$ cat src/rtl/tcam_match_drain.sv
// Drains a captured TCAM match vector: reports hit/popcount, then streams every
// matching address in ascending order over a valid/ready port, ending with a done pulse.
module tcam_match_drain #(
  parameter int address_size = 4
) (
  input  logic                          clock,
  input  logic                          reset,
  input  logic [(1<<address_size)-1:0]  matched,
  input  logic                          load,
  input  logic                          flush,
  input  logic                          out_ready,
  output logic [address_size-1:0]       out_address,
  output logic                          out_valid,
  output logic                          hit,
  output logic [address_size:0]         count,
  output logic                          busy,
  output logic                          done,
  output logic [1:0]                    fsm_state
);

  localparam int width = 1 << address_size;

  // Handshake: a transfer happens at a rising edge where out_valid & out_ready are both
  // high; out_address is held stable while out_valid=1 and out_ready=0.
  typedef enum logic [1:0] {IDLE = 2'd0, SCAN = 2'd1, DONE = 2'd2} state_t;

  state_t                  state_q, state_d;
  logic [width-1:0]        pending_q, pending_d;
  logic [address_size-1:0] addr_q, addr_d;
  logic                    valid_q, valid_d;
  logic                    hit_q, hit_d;
  logic [address_size:0]   count_q, count_d;
  logic                    busy_q, busy_d;
  logic                    done_q, done_d;
  logic [width-1:0]        remaining;

  function automatic logic [address_size-1:0] lowest_index(input logic [width-1:0] v);
    logic [address_size-1:0] idx;
    idx = '0;
    for (int i = width - 1; i >= 0; i--) begin
      if (v[i]) idx = address_size'(i);
    end
    return idx;
  endfunction

  function automatic logic [address_size:0] popcount(input logic [width-1:0] v);
    logic [address_size:0] c;
    c = '0;
    for (int i = 0; i < width; i++) begin
      c = c + (address_size+1)'(v[i]);
    end
    return c;
  endfunction

  always_comb begin
    state_d   = state_q;
    pending_d = pending_q;
    addr_d    = addr_q;
    valid_d   = valid_q;
    hit_d     = hit_q;
    count_d   = count_q;
    remaining = pending_q & ~({{(width-1){1'b0}}, 1'b1} << addr_q);

    case (state_q)
      IDLE: begin
        if (load) begin
          pending_d = matched;
          hit_d     = |matched;
          count_d   = popcount(matched);
          if (|matched) begin
            addr_d  = lowest_index(matched);
            valid_d = 1'b1;
            state_d = SCAN;
          end else begin
            state_d = DONE;
          end
        end
      end
      SCAN: begin
        if (valid_q && out_ready) begin
          pending_d = remaining;
          if (|remaining) begin
            addr_d = lowest_index(remaining);
          end else begin
            valid_d = 1'b0;
            state_d = DONE;
          end
        end
      end
      DONE: state_d = IDLE;
      default: state_d = IDLE;
    endcase

    // Abort wins over a same-edge load or handshake; the captured hit/count survive.
    if (flush) begin
      state_d   = IDLE;
      pending_d = '0;
      valid_d   = 1'b0;
      addr_d    = addr_q;
      hit_d     = hit_q;
      count_d   = count_q;
    end

    busy_d = (state_d != IDLE);
    done_d = (state_d == DONE);
  end

  always_ff @(posedge clock or posedge reset) begin
    if (reset) begin
      state_q   <= IDLE;
      pending_q <= '0;
      addr_q    <= '0;
      valid_q   <= 1'b0;
      hit_q     <= 1'b0;
      count_q   <= '0;
      busy_q    <= 1'b0;
      done_q    <= 1'b0;
    end else begin
      state_q   <= state_d;
      pending_q <= pending_d;
      addr_q    <= addr_d;
      valid_q   <= valid_d;
      hit_q     <= hit_d;
      count_q   <= count_d;
      busy_q    <= busy_d;
      done_q    <= done_d;
    end
  end

  assign out_address = addr_q;
  assign out_valid   = valid_q;
  assign hit         = hit_q;
  assign count       = count_q;
  assign busy        = busy_q;
  assign done        = done_q;
  assign fsm_state   = state_q;

endmodule

$ cat config.mk
export PLATFORM = sky130hd
export DESIGN_NAME = tcam_match_drain
export DESIGN_NICKNAME = d
export VERILOG_FILES = /design/src/rtl/tcam_match_drain.sv
export SDC_FILE = /design/constraint.sdc
export NUM_CORES = 1
export LEC_CHECK = 0
export CORE_MARGIN = 5
export CORE_UTILIZATION = 50
export DETAILED_ROUTE_END_ITERATION = 8
export PLACE_DENSITY = 0.87
export SETUP_SLACK_MARGIN = 0.5
export SKIP_LAST_GASP = 1
export SYNTH_ARGS = -nofsm -noshare
export SYNTH_HDL_FRONTEND = slang
export SYNTH_SLANG_ARGS = --single-unit
$ cat constraint.sdc
create_clock -name clock -period 2.1 [get_ports clock]
set_input_delay 0.315 -clock clock [delete_from_list [all_inputs] [get_ports clock]]
set_output_delay 0.315 -clock clock [all_outputs]
set_load 0.05 [all_outputs]
* Word level (Yosys, flattened, before mapping)
Cells that the tools add are included.
Storage, ports and cells: logic and storage cells 101, flip-flop bits (word level) 31
Cells by class: bitwise gates (word level) 3, reductions and logical operators 11, muxes and demuxes 53, shift-type cells 1, add/subtract/negate cells 15, equality and inequality tests 10
Operators by type and width (count):
- 2-to-1 mux 4 bit | 36
- adder 5 x 1 -> 5 bit | 11
- 2-to-1 mux 16 bit | 3
- one-hot mux 16 bit (2 select lines) | 1
- OR reduction 16 bit | 2
- bitwise AND 16 bit | 1
- inverter 16 bit | 1
- left shift 1 x 4 -> 16 bit (first input constant) | 1
- != test 3 bit (second input constant) | 4
- 2-to-1 mux 2 bit | 5
- != test 2 bit (second input constant) | 4
- one-hot mux 4 bit (2 select lines) | 1
- AND reduction 3 bit | 2
- AND reduction 6 bit | 1
- adder 4 x 1 -> 5 bit | 1
- 2-to-1 mux 1 bit | 5
- AND reduction 5 bit | 1
- adder 3 x 1 -> 4 bit | 1
- one-hot mux 2 bit (2 select lines) | 1
- nonzero test 2 bit | 2
- adder 2 x 1 -> 3 bit | 1
- nonzero test 3 bit | 1
- adder 1 x 1 -> 2 bit | 1
- == test 2 x 1 -> 1 bit (second input constant) | 1
- other kinds (5) | 5

* Depth between registers and ports, before layout
Gate-level depths: netlist (run 1).
word-level depth 22, mapped depth 13, gate-level depth less buffers 13

* Worst setup path before layout (run 1)
Ideal clock, no wire load.
kind input to register, start point input matched[5], end point register count_q[4], in the netlist count[4], library setup time 0.083 ns, slack -1.151 ns, stages 12, arrival time 3.168 ns, cell sequence inv_1 fa_1 fa_1 fa_1 fa_1 inv_1 ha_1 inv_1 fa_1 nor2b_1 o21ai_0 o21ai_0
On the way: word-level cells in the longest chain between the ends 11
Ends and longest elaborated chain:
- start, declared | line 8 | input logic [(1<<address_size)-1:0] matched,
- adder 5 x 1 -> 5 bit (11 in series) | line 50 | c = c + (address_size+1)'(v[i]);
- end signal, assigned | line 124 | count_q <= count_d;
- end, declared | line 32 | logic [address_size:0] count_q, count_d;
Every way passes these cells. A chain may end at the register's enable or synchronous reset.

* Final worst setup path (run 1)
start point input matched[11], end point register count_q[4], in the netlist count[4]
On the way: word-level cells in the longest chain between the ends 5
Ends and longest elaborated chain (line):
- adder 5 x 1 -> 5 bit (5 in series) | 50
Every way passes these cells.

==> impl.org, run 1 <==
** Power and ir drop
- Sum of internal, switching and leakage power :: 3.603 mW
- Power spread over the standard cell area amounts to 921.7 nW/µm².
- Cell internal power dissipation :: 1.941 mW
- Worst IR drop on VDD :: 0.0008284 V
- Combinational Power Share :: 62.8%
- The analysis attributes to net switching a power of 1.662 mW.
- Cell leakage power :: 1.758 nW
- Clock network fraction of total power :: 13.3%
- Registers are responsible for 23.9% of the overall power.
- Net switching is 46.13% of the power.

** Timing
- Final worst path period share :: 146.9%
- Measured against its own limit, the worst slew margin works out to 67.07%.
- Setup repair after global routing could not meet its margin everywhere.
- Final Worst Setup Slack :: -0.9857 ns
- Final critical-path required period :: 3.086 ns
- Pin slew with the least headroom to its limit :: 0.4894 ns
- Final setup TNS :: -5.694 ns
- Peak Freq :: 324.1 MHz
- Total count of hold-check failures in the final report :: 0
- Setup violations remaining at the end of the flow were counted as 13.
- Setup Skew :: 0.009641 ns
- Number of pins exceeding their max-slew limit in the final report :: 0

** Floorplan
- The die is 81.06 µm wide.
- The die covers 6571 µm².
- Core area :: 4817 µm²
- In this run the count of I/O pins placed on the die edge is 36.
- Starting density of the core :: 52.42%
- Die Height :: 81.06 µm
- The floorplan has 25 rows.

** Critical path
- Type of element capturing the critical path :: register
- The worst register-to-register path has a depth of 7.
- For the worst setup path, the data arrival time is 3.31 ns.
- Data on the critical path is required at its endpoint by 2.32 ns.
- Of all nets on the critical path, the largest fanout is 2.
- The worst setup path is of the input port to register kind.
- Slack of the worst reg-to-reg path :: -0.20 ns
- The critical path starts at matched[11].
- Reg-to-reg startpoint :: out_address[1]
- Critical Path Source Type :: input port
- The worst register-to-register path ends at out_address[1].

** Yosys
- Syn Inst Count :: 305
- In the synthesized netlist the async set-or-reset flop fraction comes to 100.0%.
- Part of the Yosys area used for sequential elements :: 30.72%
- Yosys reg bits :: 31
- In the post-synthesis netlist, the biggest area contributors are sky130_fd_sc_hd__dfrtp_1 31%, sky130_fd_sc_hd__fa_1 7.9%, sky130_fd_sc_hd__o21ai_0 5.4%.
- Library cell occupying the most area in the post-synthesis netlist :: sky130_fd_sc_hd__dfrtp_1
- After synthesis the cells add up to 2525 µm².
- The most used flip-flop cell after synthesis is sky130_fd_sc_hd__dfrtp_1.
- The Yosys step of the flow raised 0 warnings.
- Distinct cell type count of the synthesized netlist :: 54
- Post-synthesis net count :: 342
- In this run, synthesis inferred 0 flip-flops with an integrated enable.
- Each instance of the synthesized netlist takes up on average 8.278 µm².
- Share of Yosys cell area claimed by the top area cell type :: 30.72%

** Detailed routing
- The first detailed-routing pass took 6 iterations.
- After detailed routing, the average wire length per cell comes to 20.19 µm.
- Summed over all layers, the routed wires come to 9.588 mm.
- Residual DRC :: 0
- Antenna-violating nets left :: 0
- Count of vias placed by the detailed router :: 3001
- After the first detailed-routing iteration, the DRC count stood at 380.
- Via-to-Cell Ratio :: 6.318

** Cells and area
- The final layout contains 444 nets.
- Top library cells by usage in the layout, fill and taps aside :: 65 x sky130_fd_sc_hd__buf_4, 29 x sky130_fd_sc_hd__nand2_1, 25 x sky130_fd_sc_hd__dfrtp_1, 23 x sky130_fd_sc_hd__inv_1, 22 x sky130_fd_sc_hd__nor2_1
- Leaving out filler cells and counting taps, the final layout contains 475.
- Cells fill 81.14% of the core in the end.
- Most common library cell in the layout ignoring fill and taps :: sky130_fd_sc_hd__buf_4
- Area Overhead vs Synth :: 54.81%
- Fraction of final layout cells sized beyond drive strength 1 :: 42.16%
- Antenna diode count :: 0

** Outcome
- The flow ran to the end, but the final reports show violations.
- Violations in the final reports :: negative setup slack

** CTS
- Clock tree synthesis inserted a total of 5 buffers.
- The H-tree was split into 2 levels.
- Maximum count of clock buffers along a single path :: 2
- The clock reaches the later pin of the worst-skew pair after 0.29 ns.
- Clock Tree Root :: sky130_fd_sc_hd__clkbuf_8
- TritonCTS clock tree :: done
- After clock tree synthesis, the clock-pin slew on the worst setup and hold paths is 0.08 ns.
- Clock sink total :: 31

** Min path
- Endpoint of the worst hold path :: pending_q[7]
- Number of cells on the worst hold path :: 4
- The tightest min-delay check is of the input port to register type.
- Worst Hold Launch :: matched[7]

** Placement
- Worst-case setup slack after placement :: -1.797 ns
- After detailed placement, the design holds a cell count of 447.
- Final Wtd Congestion :: 0.9597
- After legalization and detailed placement, the total HPWL measured 5.995 mm.
- During placement, the flow inserted port buffers numbering 35.

** Job
- Across the run, the number of max-cap violations was 0.

** GRT
- Initial antenna violation count :: 0
- Global routing used 26.33% of the available tracks.
- Overflow left after global routing :: 0
- Via count of the first global-routing pass :: 2810
- Entering global routing, the biggest net connects 32 pins.
- Wire length of the first global-routing pass :: 13.29 mm
## layer usage
metal  wire, µm  track usage, %  vias to the layer above
met5          0               0                        -
met4        526           10.47                        0
met3        895           3.880                       65
met2       4749           44.75                      229
met1       3416           33.59                     1419
li1           -               -                     1288
## state kept, by name (all words and copies together), names as in the netlist
name	count
hit	1
out_valid	1
fsm_state	2
pending_q	16
busy	1
count	5
done	1
out_address	4
## cells in the mapped netlist, types with 2 or more instances
library cell / instances
sky130_fd_sc_hd__o32a_1: 2
sky130_fd_sc_hd__a21oi_1: 21
sky130_fd_sc_hd__o32ai_1: 2
sky130_fd_sc_hd__a22oi_1: 6
sky130_fd_sc_hd__o31ai_1: 3
sky130_fd_sc_hd__o211ai_1: 4
sky130_fd_sc_hd__nand2_1: 34
sky130_fd_sc_hd__mux2_2: 4
sky130_fd_sc_hd__o22ai_1: 2
sky130_fd_sc_hd__o21ai_0: 27
sky130_fd_sc_hd__nor4_1: 3
sky130_fd_sc_hd__nor3_1: 6
sky130_fd_sc_hd__nor2b_1: 5
sky130_fd_sc_hd__nand3b_1: 2
sky130_fd_sc_hd__a21o_1: 3
sky130_fd_sc_hd__dfrtp_1: 31
sky130_fd_sc_hd__or2_2: 2
sky130_fd_sc_hd__a31oi_1: 8
sky130_fd_sc_hd__fa_1: 10
sky130_fd_sc_hd__nor2_1: 24
sky130_fd_sc_hd__mux2i_1: 7
sky130_fd_sc_hd__and2_1: 3
sky130_fd_sc_hd__a211oi_1: 4
sky130_fd_sc_hd__a311oi_1: 3
sky130_fd_sc_hd__inv_1: 32
sky130_fd_sc_hd__nand3_1: 4
sky130_fd_sc_hd__clkbuf_1: 11
sky130_fd_sc_hd__nand2b_1: 4
sky130_fd_sc_hd__or4_1: 2
sky130_fd_sc_hd__buf_2: 3
sky130_fd_sc_hd__mux2_1: 2
sky130_fd_sc_hd__xor2_1: 2
sky130_fd_sc_hd__ha_1: 6
sky130_fd_sc_hd__o21a_1: 2
sky130_fd_sc_hd__o221ai_1: 2
## how the worst max path moves through the flow
stage	to
3_3_place_gp	count[4]
6_report	count[4]
4_1_cts	count[4]
2_1_floorplan	count[4]
3_5_place_dp	count[4]
5_1_grt	count[4]
## metrics by stage
step / instance area [µm²] / hold WS, ns
2_1_floorplan: 2654 / 0.4181
3_5_place_dp: 3413 / 0.4694
6_report: 3909 / 0.3958
4_1_cts: 3560 / 0.4216
3_3_place_gp: 3413 / 0.4640
5_1_grt: 3909 / 0.3993
## cell families (layout without fill, tap and decap cells)
logic type,after synthesis,count (layout),synth area share [%]
AOI/OAI and AO/OA,98,98,25.47
xor gates and xnor gates,2,2,0.6939
adders and majority gates,16,16,10.90
buffers and inverters,48,151,7.582
DFF,31,31,30.72
muxes,14,14,6.045
and+or+nand+nor,96,96,18.58
## final cells by class
| type | count | area (µm²) |
|---|---|---|
| Clock buffer | 6 | 72.57 |
| Inverter | 32 | 125.1 |
| Tap cell | 67 | 83.83 |
| Clock inverter | 2 | 12.51 |
| Sequential cell | 31 | 783.3 |
| Fill cell | 294 | 908.4 |
| Multi-Input combinational cell | 226 | 1843 |
| Timing Repair Buffer | 111 | 988.4 |
## power groups by stage
| stage | Combinational [mW] | Sequential (mW) | Clock, mW |
|---|---|---|---|
| 2_1_floorplan | 1.03 | 1.07 | 0 |
| 3_3_place_gp | 1.84 | 0.854 | 0 |
| 3_5_place_dp | 1.92 | 0.856 | 0 |
| 4_1_cts | 1.96 | 0.841 | 0.477 |
| 5_1_grt | 2.39 | 0.872 | 0.513 |
| 6_report | 2.26 | 0.861 | 0.481 |
## worst max-delay path, cell delays in order
cell and delay (ns):
sky130_fd_sc_hd__buf_2 0.12, sky130_fd_sc_hd__fa_1 0.46, sky130_fd_sc_hd__fa_1 0.51, sky130_fd_sc_hd__inv_2 0.04, sky130_fd_sc_hd__fa_1 0.52, sky130_fd_sc_hd__fa_2 0.44, sky130_fd_sc_hd__inv_2 0.07, sky130_fd_sc_hd__ha_4 0.13
sky130_fd_sc_hd__inv_2 0.04, sky130_fd_sc_hd__fa_2 0.34, sky130_fd_sc_hd__nor2b_1 0.12, sky130_fd_sc_hd__o21ai_1 0.06, sky130_fd_sc_hd__o21ai_1 0.13
## timing repair
action | 4_1_cts | 5_1_grt
endpoints found under the setup margin | 41 | 32
setup buffers | 5 | 14
gates cloned | 0 | 1
hold buffers | 0 | 0
pin swaps | 21 | 30
gates resized for setup | 82 | 54
Note: power is estimated with default switching activity, not from simulation.
==> inputs of run 2 (changes only) <==
==> constraint.sdc (replaced) <==
create_clock -name clock -period 2.8 [get_ports clock]
set_input_delay 0.42 -clock clock [delete_from_list [all_inputs] [get_ports clock]]
set_output_delay 0.42 -clock clock [all_outputs]
set_load 0.05 [all_outputs]
==> run 2 against run 1 <==
  * The flow still finishes with violations (negative setup slack)
  * Final cell count down 7.8%
  * Global-route usage down 2.7 points
  * Sequential power down 25%
==> impl.org, run 2 (synthesis results as in run 1) <==
** Outcome
- Outcome :: finished, violations left
- Violations in the final reports :: negative setup slack

** Floorplan
- Core area :: 4817 µm² (unchanged)
- The floorplan row count is 25 (unchanged).
- Starting density of the core :: 52.42% (unchanged)
- Die area :: 6571 µm² (unchanged)
- Number of top-level pins :: 36 (unchanged)
- The overall die width was 81.06 µm (unchanged).
- Die Height :: 81.06 µm (unchanged)

** Job
- The max-capacitance violation count was 0 (unchanged).

** GRT
- Wire length of the first global-routing pass :: 11.98 mm (-9.9%)
- Overflow left after global routing :: 0 (unchanged)
- The via count of the first global-routing pass came to 2615 (-6.9%).
- The largest net degree at the start of global routing came to 32 (unchanged).
- The initial antenna violation count is 0 (unchanged).
- Aggregate global-route resource usage :: 23.65% (-2.7 points)

** Critical path
- STA classifies the critical path endpoint as a register.
- STA classifies the critical path startpoint as an input port.
- The arrival time reported for the critical path endpoint is 3.47 ns (+0.16 ns).
- The required time of the critical path was 3.02 ns (+0.70 ns).
- Type of the setup path with the least slack :: input port to register
- Largest fanout on the critical path :: 2 (unchanged)

** Timing
- Pin slew with the least headroom to its limit :: 0.5040 ns (+0.01461 ns)
- The worst slew margin relative to its limit is 66.29% (-0.78 points).
- The count of pins over their slew limit is 0 (unchanged).
- Final worst path period share :: 116.0%
- Setup repair after global routing missed its margin :: yes
- The worst path in the final design needs a cycle of 3.249 ns, including I/O delays and setup.
- Setup Skew :: 0.009114 ns (-0.0005274 ns)
- Total count of hold-check failures in the final report :: 0 (unchanged)
- The post-route setup TNS came to -1.911 ns (+3.783 ns).
- The post-route worst setup slack came to -0.4491 ns (+0.5365 ns).
- For this run, the top clock speed supported by timing is 307.8 MHz.
- Finish-stage setup viols :: 5 (-8)

** Cells and area
- Ranked by flip-flop count, first place goes to pending_q.
- Number of flip-flops under the largest register name :: 16 (unchanged)
- The number of nets in the layout is 407 (-8.3%).
- Non-filler cells in the finished layout :: 438 (-7.8%)
- Post-layout utilization of the core :: 71.32% (-9.8 points)
- Most common library cell in the layout ignoring fill and taps :: sky130_fd_sc_hd__buf_4
- The antenna diode count is 0 (unchanged).
- Fraction of final layout cells sized beyond drive strength 1 :: 26.68% (-15 points)
- Top library cells by usage in the layout, fill and taps aside :: 35 x sky130_fd_sc_hd__buf_4, 34 x sky130_fd_sc_hd__nand2_1, 27 x sky130_fd_sc_hd__dfrtp_1, 25 x sky130_fd_sc_hd__inv_1, 25 x sky130_fd_sc_hd__clkdlybuf4s50_1
- Area Overhead vs Synth :: 36.08%

** CTS
- Clock Tree Root :: sky130_fd_sc_hd__clkbuf_8
- The total number of H-tree levels came to 2 (unchanged).
- Clock latency reported for the late side of the worst-skew pair :: 0.29 ns (about the same)
- The number of clock sinks is 31 (unchanged).
- TritonCTS clock tree :: done
- Maximum count of clock buffers along a single path :: 2 (unchanged)
- The number of buffers inserted during clock tree synthesis came to 5 (unchanged).
- Number of hold buffers added after cts :: 0 (unchanged)
- The post-CTS clock slew at the launch and capture registers of the worst setup and hold paths was 0.07 ns (about the same).

** Placement
- The number of instances in the placed design is 418 (-6.5%).
- The routability-driven placement congestion ratio is 0.9248 (-3.6%).
- The number of buffer cells added on primary ports came to 35 (unchanged).
- Estimated wirelength of the detail-placed design :: 5.103 mm (-15%)

** Detailed routing
- The wire length on met3 was 572 µm (-36%).
- Avg WL per Cell :: 17.03 µm (-16%)
- The total length of routed wires was 7.460 mm (-22%).
- The post-detailed-route count of antenna-violating nets is 0 (unchanged).
- Length of the first detailed-routing pass in iterations :: 6 (unchanged)
- The routed length on met1 is 2.919 mm (-15%).
- The met2 wirelength from detailed routing came to 3.748 mm (-21%).
- The number of design rule violations left after detail routing came to 0 (unchanged).
- Top metal layer carrying routed signals :: met4
- DR iter-0 viols :: 257 (-32%)
- The mean number of vias per cell came to 6.082 (-3.7%).
- Count of vias placed by the detailed router :: 2664 (-11%)

** Min path
- In this run the worst hold path is classified as register to register.

** Power and ir drop
- Cell leakage power :: 1.498 nW (-15%)
- The power density of the placed cells is 711.7 nW/µm² (-23%).
- Worst IR drop on VDD :: 0.0006625 V (-20%)
[run 2: cell count changes in the layout (fill, tap and decap cells not counted), moves of 4 or more]
cell / change
sky130_fd_sc_hd__a21oi_1: +6
sky130_fd_sc_hd__a21oi_2: -5
sky130_fd_sc_hd__a22oi_1: +4
sky130_fd_sc_hd__a22oi_2: -4
sky130_fd_sc_hd__buf_4: -30
sky130_fd_sc_hd__buf_6: -9
sky130_fd_sc_hd__clkdlybuf4s50_1: +18
sky130_fd_sc_hd__dlygate4sd2_1: -11
sky130_fd_sc_hd__nand2_1: +5
sky130_fd_sc_hd__nand2_2: -5
sky130_fd_sc_hd__o21ai_0: +8
sky130_fd_sc_hd__o21ai_2: -4
[run 2: final timing paths]
check,cells after the start,slack [ns],start,endpoint
worst max register to register,7,0.50,out_address[1],out_address[2]
worst max-delay path,11,-0.45,matched[1],count[1]
max in group asynchronous,3,1.97,reset,out_address[1]
min in group asynchronous,3,0.52,reset,done
worst min-delay path,2,0.49,hit,hit
worst min register to register,2,0.49,hit,hit
[run 2: final cells by class]
class	instances	area, µm²
clock inverters	1	7.507
fillers	372	1381
well taps	67	83.83
multi-input cells	226	1699
clock buffers	7	96.34
inverters	32	122.6
flip-flops and latches	31	783.3
repair buffers	74	643.1
[run 2: repair_timing]
item,CTS,global route
pin swaps,15,17
setup buffers,7,5
gates cloned,0,0
setup endpoints to repair,9,9
hold endpoints to repair,0,0
gates resized for setup,43,26
[run 2: per-stage QoR]
step	instance area (µm²)	total power [mW]	setup slack [ns]	hold slack (ns)
finish	3436	2.445	-0.4491	0.4858
global route	3436	2.607	-0.5251	0.5292
CTS	3274	2.324	-0.5156	0.4920
detailed placement	3137	1.869	-1.174	0.4753
global placement	3137	1.831	-1.076	0.4661
floorplan	2574	1.504	-0.4801	0.5232
[run 2: per-layer routing]
| layer | GRT usage [%] | vias to the layer above |
|---|---|---|
| li1 | - | 1216 |
| met1 | 28.17 | 1281 |
| met2 | 41.46 | 144 |
| met3 | 4.878 | 23 |
| met4 | 9.459 | 0 |
| met5 | 0 | - |
[run 2: power breakdown]
group / switching (mW) / total (mW) / internal [mW]
Sequential: 0.113 / 0.645 / 0.532
Clock: 0.179 / 0.402 / 0.224
Combinational: 0.793 / 1.40 / 0.605
Total: 1.08 / 2.45 / 1.36
[run 2: worst max-delay path: stages]
cell and delay (ns):
sky130_fd_sc_hd__buf_8 0.10, sky130_fd_sc_hd__fa_1 0.56, sky130_fd_sc_hd__inv_2 0.06, sky130_fd_sc_hd__fa_2 0.57, sky130_fd_sc_hd__fa_1 0.44, sky130_fd_sc_hd__fa_2 0.55, sky130_fd_sc_hd__inv_2 0.04, sky130_fd_sc_hd__ha_4 0.15
sky130_fd_sc_hd__inv_2 0.05, sky130_fd_sc_hd__fa_2 0.42, sky130_fd_sc_hd__o21ai_1 0.12
==> inputs of run 3 (changes only) <==
--- a/config.mk
+++ b/config.mk
@@ -14,3 +14,4 @@
 export SYNTH_ARGS = -nofsm -noshare
 export SYNTH_HDL_FRONTEND = slang
 export SYNTH_SLANG_ARGS = --single-unit
+export TNS_END_PERCENT = 30
==> run 3 against run 2 <==
  * The flow still finishes with violations (negative setup slack)
  * Sequential share of layout area increased by 1.1 points
  * Worst setup slack got worse by 0.025 ns
  * Clock skew increased by 0.0039 ns
  * Combinational power decreased by 7%
  * Routed wire length decreased by 4.7%
  * Register-to-register slack got worse by 0.11 ns
  * Total power decreased by 3.2%
  * Global-route usage decreased by 0.52 points
  * Critical endpoint is now count[3]
==> impl.org, run 3 (synthesis results as in run 1) <==
** CTS
- Number of hold buffers added after cts :: 0 (unchanged)
- Clock Tree Root :: sky130_fd_sc_hd__clkbuf_8
- Clock transition at the register clock pins on the worst setup and hold paths after CTS :: 0.08 ns (about the same)
- Post-CTS setup-driven buffer insertion count :: 0 (-7)
- Maximum count of clock buffers along a single path :: 2 (unchanged)
- Clock latency reported for the late side of the worst-skew pair :: 0.30 ns (about the same)
- The number of clock sinks is 31 (unchanged).
- TritonCTS clock tree :: done
- CTS buffer count :: 5 (unchanged)
- Maximum level of the CTS H-tree :: 2 (unchanged)

** GRT
- Initial antenna violation count :: 0 (unchanged)
- Via count of the first global-routing pass :: 2527 (-3.4%)
- Maximum number of pins on one net before global-route repair :: 21 (-34%)
- Overflow left after global routing :: 0 (unchanged)
- Wire length of the first global-routing pass :: 11.83 mm (-1.3%)
- The overall track demand over capacity in global routing is 23.14% (-0.52 points).

** Floorplan
- Standard-cell row count :: 25 (unchanged)
- The overall die width was 81.06 µm (unchanged).
- The placeable core region was 4817 µm² (unchanged).
- The initial standard-cell utilization of the core is 52.42% (unchanged).
- The total die area is 6571 µm² (unchanged).
- Die Height :: 81.06 µm (unchanged)
- The number of placed I/O pins was 36 (unchanged).

** Power and ir drop
- Register share of total power :: 26.0% (-0.4 points)
- The clock share of power is 19.2% (+2.8 points).
- The power density of the placed cells is 729.6 nW/µm² (+2.5%).
- The net switching fraction of the power came to 44.45% (+0.083 points).
- The power dissipated by switching net loads came to 1.053 mW (-3.0%).
- The worst voltage drop across the vdd grid is 0.0007231 V (+9.2%).
- The power share of the combinational group was 54.9% (-2.3 points).
- The internal power of the cells is 1.315 mW (-3.3%).
- The cell leakage power was 1.440 nW (-3.9%).

** Critical path
- The number of buffer and inverter stages on the critical path came to 3 (-1).
- Signal arrival time at the worst endpoint :: 3.44 ns (-0.03 ns)
- The slowest stage of the critical path belongs to the cell sky130_fd_sc_hd__fa_1.
- The setup path with the least slack is of type input port to register.
- Critical Path, Cell by Cell :: buf_8 -> fa_1 -> inv_1 -> fa_2 -> fa_2 -> fa_2 -> inv_2 -> ha_4 -> a21o_1 -> a21oi_2 -> xor2_1 -> o21ai_1
- Reg-to-reg startpoint :: out_address[0]
- The worst setup path is captured at a register.
- The required time of the critical path was 2.97 ns (-0.05 ns).
- Cell seen most often among critical-path stages :: sky130_fd_sc_hd__fa_2
- Critical path's top delay family :: adder cells
- The most critical setup path has its startpoint at matched[0].
- STA classifies the critical path startpoint as an input port.
- Delay of the slowest cell on the worst path :: 0.55 ns (-0.02 ns)
- Largest fanout on the critical path :: 2 (unchanged)

** Detailed routing
- DR iter-0 viols :: 280 (+8.9%)
- Length of the first detailed-routing pass in iterations :: 5 (-1)
- Antenna-violating nets left :: 0 (unchanged)
- Residual DRC :: 0 (unchanged)
- The total length of routed wires came to 7.109 mm (-4.7%).
- The average routed wire per standard cell is 16.53 µm (-2.9%).
- Top metal layer carrying routed signals :: met4
- The routed length on met1 is 2.993 mm (+2.5%).
- The wire length on met3 is 543 µm (-5.1%).
- The number of vias in the routed layout came to 2584 (-3.0%).
- The mean number of vias per cell came to 6.009 (-1.2%).
- The met2 wirelength from detailed routing came to 3.443 mm (-8.1%).

** Cells and area
- The post-route cell area was 3246 µm² (-5.5%).
- Area Overhead vs Synth :: 28.54%
- The fill cell total of the finished layout was 406 (+9.1%).
- The number of flip-flops in the largest register is 16 (unchanged).
- Layout net count :: 399 (-2.0%)
- Most common library cell in the layout ignoring fill and taps :: sky130_fd_sc_hd__nand2_1
- Post-layout utilization of the core :: 67.38% (-3.9 points)
- Antenna diode count :: 0 (unchanged)
- In the layout the commonest cells are 34 x sky130_fd_sc_hd__nand2_1, 31 x sky130_fd_sc_hd__dfrtp_1, 31 x sky130_fd_sc_hd__buf_4, 26 x sky130_fd_sc_hd__clkdlybuf4s50_1, 25 x sky130_fd_sc_hd__inv_1.
- The fraction of layout instances using a drive strength above 1 is 20.11% (-6.6 points).
- The final instance count without filler cells is 430 (-1.8%).
- Top register by number of flip-flops :: pending_q

** Timing
- The count of pins over their slew limit was 0 (unchanged).
- Worst rel slew slack :: 47.67% (-19 points)
- Finish-stage setup viols :: 5 (unchanged)
- The maximum clock frequency was 305.4 MHz (-0.78%).
- Final critical-path required period :: 3.275 ns (+0.02549 ns)
- Final Worst Setup Slack :: -0.4746 ns (-0.02549 ns)
- Final setup TNS :: -1.737 ns (+0.1744 ns)
- The final count of hold timing violations is 0 (unchanged).
- Setup repair after global routing could not meet its margin everywhere.
- The actual transition at the worst max-transition pin came to 0.7842 ns (+0.2801 ns).
- The worst clock skew on the final layout is 0.01298 ns (+0.003870 ns).
- Final worst path period share :: 117.0% (+0.91 points)

** Outcome
- Outcome :: finished, violations left
- The checks that failed: negative setup slack.

** Min path
- The tightest min-delay check is of the register to register type.
- In this run the most critical hold path is launched from hit.

** Placement
- Post-Place Cell Area :: 3131 µm² (-0.20%)
- Final Wtd Congestion :: 0.9647 (+4.3%)
- The worst setup timing slack at the placement stage was -1.255 ns (-0.08107 ns).
- The number of instances in the placed design came to 422 (+0.96%).
- Estimated wirelength of the detail-placed design :: 5.408 mm (+6.0%)
- Port bufs :: 35 (unchanged)

** Job
- The max-capacitance violation count is 0 (unchanged).
## run 3: cell count changes in the layout (fill, tap and decap cells not counted), sizes merged
cell and delta:
buf -6, clkbuf -3, clkinv +2, bufinv +1, clkdlybuf4s15 -1, clkdlybuf4s50 +1, clkinvlp -1, dlygate4sd2 -1
## run 3: power groups by stage
| stage | logic (mW) | registers [mW] | clock network [mW] |
|---|---|---|---|
| final | 1.30 | 0.615 | 0.454 |
| after global routing | 1.41 | 0.624 | 0.479 |
| after CTS | 1.27 | 0.611 | 0.454 |
| after detailed placement | 1.25 | 0.620 | 0 |
| after global placement | 1.20 | 0.614 | 0 |
| after floorplan | 0.668 | 0.790 | 0 |
## run 3: area by class of cell
| cell class | instances | area (µm²) | area share, % |
|---|---|---|---|
| clock inverter | 3 | 43.79 | 1.349 |
| sequential | 31 | 775.7 | 23.90 |
| timing repair buffer | 66 | 566.8 | 17.46 |
| inverter | 32 | 122.6 | 3.778 |
| multi-input combinational | 226 | 1584 | 48.81 |
| clock buffer | 5 | 68.82 | 2.120 |
| tap | 67 | 83.83 | 2.583 |
## run 3: path summary, 6_finish.rpt
| check | end | slack [ns] | cells after the start |
|---|---|---|---|
| setup / recovery | count[3] | -0.47 | 12 |
| hold / removal | hit | 0.49 | 2 |
| setup reg to reg | out_address[2] | 0.39 | 7 |
| hold reg to reg | hit | 0.49 | 2 |
| max in group asynchronous | pending_q[12] | 1.62 | 3 |
| min in group asynchronous | fsm_state[0] | 0.57 | 2 |
## run 3: tightest hold or removal path: cells and delay by family (launching register included)
kind               cells  cell delay, ns
DFF                    1            0.35
AOI/OAI and AO/OA      1            0.06
and+or+nand+nor        1            0.05
## run 3: routing by layer
| metal | GRT usage (%) | vias to the layer above |
|---|---|---|
| li1 | - | 1201 |
| met1 | 30.33 | 1230 |
| met2 | 38.83 | 132 |
| met3 | 4.324 | 21 |
| met4 | 6.757 | 0 |
| met5 | 0 | - |
## run 3: what timing repair did
| item | in CTS | in global routing |
|---|---|---|
| setup endpoints to repair | 9 | 9 |
| resized for setup | 43 | 12 |
| pin swaps | 16 | 14 |
## run 3: per-stage QoR
step | hold slack (ns) | total power, mW
after global placement | 0.4659 | 1.818
final | 0.4914 | 2.368
after detailed placement | 0.4742 | 1.870
after global routing | 0.5035 | 2.509
after floorplan | 0.5235 | 1.457
after CTS | 0.4928 | 2.333
